`config.mk`:
```
export PLATFORM = sky130hd
export DESIGN_NAME = multicycle_control
export DESIGN_NICKNAME = d
export VERILOG_FILES = /design/src/rtl/multicycle_control.sv
export SDC_FILE = /design/constraint.sdc
export NUM_CORES = 1
export LEC_CHECK = 0
export ABC_AREA = 1
export CELL_PAD_IN_SITES_DETAIL_PLACEMENT = 1
export CELL_PAD_IN_SITES_GLOBAL_PLACEMENT = 2
export CORE_MARGIN = 3
export CORE_UTILIZATION = 16
export CTS_CLUSTER_SIZE = 24
export DETAILED_ROUTE_END_ITERATION = 10
export GPL_TIMING_DRIVEN = 0
export PLACE_DENSITY = 0.87
export SLEW_MARGIN = 30
export SYNTH_ARGS = -nofsm -noshare
export SYNTH_HDL_FRONTEND = slang
export SYNTH_SLANG_ARGS = --single-unit
```
`constraint.sdc`:
```
create_clock -name clk -period 3.9 [get_ports clk]
set_clock_uncertainty 0.2 [all_clocks]
set_input_delay 0.78 -clock clk [delete_from_list [all_inputs] [get_ports clk]]
set_output_delay 0.78 -clock clk [all_outputs]
set_load 0.01 [all_outputs]
```
`src/rtl/multicycle_control.sv`:
```
// Moore control FSM for a multicycle MIPS-style datapath.
// Outputs depend only on the current state; in FETCH, irwrite and pcwrite also follow mem_ready.
module multicycle_control (
  input  logic       clk,
  input  logic       reset,
  input  logic [5:0] opcode,
  input  logic       mem_ready,
  output logic       pcwrite,
  output logic       pcwrite_beq,
  output logic       pcwrite_bne,
  output logic       iord,
  output logic       memread,
  output logic       memwrite,
  output logic       irwrite,
  output logic       memtoreg,
  output logic       regdst,
  output logic       regwrite,
  output logic       alusrca,
  output logic [1:0] alusrcb,
  output logic [1:0] aluop,
  output logic [1:0] pcsrc,
  output logic [3:0] state
);

  // state    | meaning
  // FETCH    | read instruction, PC <= PC + 4 when memory is ready
  // DECODE   | register read, branch target into ALUOut, dispatch on opcode
  // MEMADR   | effective address for lw/sw
  // MEMRD    | data memory read, waits on mem_ready
  // MEMWB    | load writeback from MDR into rt
  // MEMWR    | data memory write, waits on mem_ready
  // RTYPE_EX | funct-decoded ALU operation
  // RTYPE_WB | ALU result into rd
  // BEQ_EX   | compare, PC <= ALUOut if zero
  // BNE_EX   | compare, PC <= ALUOut if not zero
  // ADDI_EX  | rs + sign-extended immediate
  // ADDI_WB  | ALU result into rt
  // JUMP_EX  | PC <= jump target
  typedef enum logic [3:0] {
    S_FETCH    = 4'd0,
    S_DECODE   = 4'd1,
    S_MEMADR   = 4'd2,
    S_MEMRD    = 4'd3,
    S_MEMWB    = 4'd4,
    S_MEMWR    = 4'd5,
    S_RTYPE_EX = 4'd6,
    S_RTYPE_WB = 4'd7,
    S_BEQ_EX   = 4'd8,
    S_BNE_EX   = 4'd9,
    S_ADDI_EX  = 4'd10,
    S_ADDI_WB  = 4'd11,
    S_JUMP_EX  = 4'd12
  } state_t;

  localparam logic [5:0] OP_LW    = 6'b100011;
  localparam logic [5:0] OP_SW    = 6'b101011;
  localparam logic [5:0] OP_RTYPE = 6'b000000;
  localparam logic [5:0] OP_BEQ   = 6'b000100;
  localparam logic [5:0] OP_BNE   = 6'b000101;
  localparam logic [5:0] OP_ADDI  = 6'b001000;
  localparam logic [5:0] OP_J     = 6'b000010;

  state_t state_q;
  state_t state_d;

  always_ff @(posedge clk) begin
    if (reset) state_q <= S_FETCH;
    else       state_q <= state_d;
  end

  assign state = state_q;

  always_comb begin
    state_d = S_FETCH;
    unique case (state_q)
      S_FETCH:  state_d = mem_ready ? S_DECODE : S_FETCH;
      S_DECODE: begin
        unique case (opcode)
          OP_LW, OP_SW: state_d = S_MEMADR;
          OP_RTYPE:     state_d = S_RTYPE_EX;
          OP_BEQ:       state_d = S_BEQ_EX;
          OP_BNE:       state_d = S_BNE_EX;
          OP_ADDI:      state_d = S_ADDI_EX;
          OP_J:         state_d = S_JUMP_EX;
          default:      state_d = S_FETCH;
        endcase
      end
      S_MEMADR:   state_d = (opcode == OP_LW) ? S_MEMRD : S_MEMWR;
      S_MEMRD:    state_d = mem_ready ? S_MEMWB : S_MEMRD;
      S_MEMWR:    state_d = mem_ready ? S_FETCH : S_MEMWR;
      S_RTYPE_EX: state_d = S_RTYPE_WB;
      S_ADDI_EX:  state_d = S_ADDI_WB;
      // Unused encodings and all single-cycle tail states return to FETCH.
      default:    state_d = S_FETCH;
    endcase
  end

  always_comb begin
    pcwrite     = 1'b0;
    pcwrite_beq = 1'b0;
    pcwrite_bne = 1'b0;
    iord        = 1'b0;
    memread     = 1'b0;
    memwrite    = 1'b0;
    irwrite     = 1'b0;
    memtoreg    = 1'b0;
    regdst      = 1'b0;
    regwrite    = 1'b0;
    alusrca     = 1'b0;
    alusrcb     = 2'b00;
    aluop       = 2'b00;
    pcsrc       = 2'b00;
    unique case (state_q)
      S_FETCH: begin
        memread = 1'b1;
        alusrcb = 2'b01;
        irwrite = mem_ready;
        pcwrite = mem_ready;
      end
      S_DECODE:   alusrcb = 2'b11;
      S_MEMADR: begin
        alusrca = 1'b1;
        alusrcb = 2'b10;
      end
      S_MEMRD: begin
        memread = 1'b1;
        iord    = 1'b1;
      end
      S_MEMWB: begin
        regwrite = 1'b1;
        memtoreg = 1'b1;
      end
      S_MEMWR: begin
        memwrite = 1'b1;
        iord     = 1'b1;
      end
      S_RTYPE_EX: begin
        alusrca = 1'b1;
        aluop   = 2'b10;
      end
      S_RTYPE_WB: begin
        regwrite = 1'b1;
        regdst   = 1'b1;
      end
      S_BEQ_EX: begin
        alusrca     = 1'b1;
        aluop       = 2'b01;
        pcsrc       = 2'b01;
        pcwrite_beq = 1'b1;
      end
      S_BNE_EX: begin
        alusrca     = 1'b1;
        aluop       = 2'b01;
        pcsrc       = 2'b01;
        pcwrite_bne = 1'b1;
      end
      S_ADDI_EX: begin
        alusrca = 1'b1;
        alusrcb = 2'b10;
      end
      S_ADDI_WB:  regwrite = 1'b1;
      S_JUMP_EX: begin
        pcwrite = 1'b1;
        pcsrc   = 2'b10;
      end
      default: ;
    endcase
  end

endmodule

```
==> metrics.txt <==
Top cell by count, worst path clkdlybuf4s50_1; CP Max Fanout 4; post-route setup slack 0.797 ns; Worst-Skew Late Latency between 0.2 and 0.25 ns; Final Max Slew Viols 0; Crit path max-delay family buffers and inverters; Port-buffer cells 29; worst slew pin tran between 0.3 and 0.4 ns; Synth Register Bits 4; GP Congestion 0.742; First-pass DRT Iterations 4; Vias slightly below 700; number of nets in the layout roughly 140; wire length per cell roughly 10 um; Root Buffer clkbuf_4; post-route antenna net violation count 0; RSZ-0062 raised after global routing no; # clock sinks 4; # rows 19; design area around 840 um^2; Synth area leaders nor2_1, nand2_1, dfxtp_1, inv_1, nand3_1; Worst Setup End Kind output pin; Tmin final just over 3 ns; Pwr Density about 160 nW/um^2; Syn Std Cell Area between 400 and 500 um^2; DR iter-0 viols 26; Remaining DRCs 0; number of vias per cell roughly 4.2; Max Root-Sink Buffers 2; CP required approximately 2.9 ns; TritonCTS clock tree done; max reg flops 4; Slew HR roughly four fifths; gr ovfl total 0; critical path class in -> out; Hold Buf Count CTS 0; Fillers a little under 400; slowest stage delay, CP roughly 0.57 ns; Post-CTS Setup Bufs 0; synth-to-layout area growth 72.6%; die width 61.0 um; Area after DPL roughly 800 um^2; Yosys top cell by area nor2_1; first-pass GRT wire length about 2600 um; synth unique cells 13; worst vdd ir roughly 67 uV; final setup violation count 0; CTS Buf Count 3; Hold Crit Class reg -> reg; Tcrit/Tclk final approximately four fifths; Yosys top cell area share 21.7%; largest net degree at the start of global routing 8; clock transition at the registers of the reported paths about 0.040 ns; setup TNS after final layout 0 ns; CTS resizes 0; H-tree levels 1; Die Area approximately 3700 um^2; fin util between 20% and 30%; Routed WL roughly 1700 um; CP bufs+invs 3; status finished clean; Synth warnings 0; syn nets around 110; register area roughly 80 um^2; post-synthesis cell count 98; HPWL Detailed around 1500 um; maximum clock frequency 322 MHz; crit start category input port; Max-Cap Viols 0; Final Hold Viols 0; I/O pins 30; leak pwr ~0.41 nW; initial antenna violation count 0; vias in the first global route 615; layout cells sized above 1 between 6 and 7%; Fin Hold WS 0.422 ns; die height 61.0 um; Antenna Cells 0; Core Area approximately 2800 um^2; Worst path slowest cell clkdlybuf4s50_1; gr usage total 8.97%; register area share after synthesis 16.5%; CP arrival between 2 and 2.5 ns; dpl ws approximately 0.8 ns; critical path cell sequence clkdlybuf4s50_1, inv_1, nor2_1, clkdlybuf4s50_1; Multi-input gate area between 300 and 400 um^2; syn_area_per_cell around 4.9 um^2; Initial Utilization 17.1%
==> Yosys cell counts (all sizes together) <==
cell	count
inv	17
dfxtp	4
nand3	10
a21oi	4
nor2	31
nand2	28
o22ai	1
a21boi	1
buf	1
nand3b	1
==> metrics by stage <==
stage               power (mW)  cells
floorplan               0.0605     98
global placement        0.0833    158
detailed placement      0.0839    158
CTS                      0.135    161
global route             0.141    161
finish                   0.133    161
==> layout by cell type (no fill, tap or decap) <==
master	instances
buf_4	1
clkdlybuf4s50_1	29
nand2_2	1
nand3b_1	1
a21boi_0	1
inv_1	17
nand3_1	10
nor2_4	2
a21oi_1	4
nor2_2	1
o22ai_1	1
nand2_1	27
clkbuf_4	3
nor2_1	28
dfxtp_1	4
==> power by group <==
group	internal, mW	leakage (nW)	switching, mW	total (mW)
sequential	0.0421	0.0325	0.00175	0.0438
combinational	0.0201	0.363	0.0189	0.0390
clock	0.0343	0.0138	0.0159	0.0503
==> kinds of logic after synthesis <==
family | synth area share (%)
buffers and inverters | 14.7
flip-flops | 16.5
AND/OR/NAND/NOR | 61.8
AO/OA/AOI/OAI | 6.98
==> final cells by class <==
cell class / instances / area share, %
multi-input combinational: 76 / 39.8
timing repair buffer: 29 / 34.7
sequential: 4 / 9.58
inverter: 17 / 7.63
tap: 31 / 4.64
clock buffer: 3 / 2.69
buffer: 1 / 0.898
==> worst register-to-register path, delay by kind of cell, from the launching register on <==
kind                   cells  cell delay [ns]
DFF                        1             0.45
buffers and inverters      1             0.11
AOI/OAI and AO/OA          1             0.08
and+or+nand+nor            5             0.49
==> final timing paths <==
| kind | startpoint | end | cells past startpoint | slack, ns |
|---|---|---|---|---|
| worst max-delay path | mem_ready | irwrite | 4 | 0.80 |
| worst min-delay path | state[3] | state[3] | 2 | 0.42 |
| worst max register to register | state[2] | state[1] | 7 | 2.46 |
| worst min register to register | state[3] | state[3] | 2 | 0.42 |
==> layer usage <==
metal | global-route usage, % | wire length (um) | vias up
met5 | 0 | 0 | -
met4 | 2.79 | 19 | 0
met3 | 0 | 76 | 2
met2 | 17.1 | 802 | 22
met1 | 11.0 | 793 | 295
li1 | - | - | 359
(Power assumes the default switching activity.)
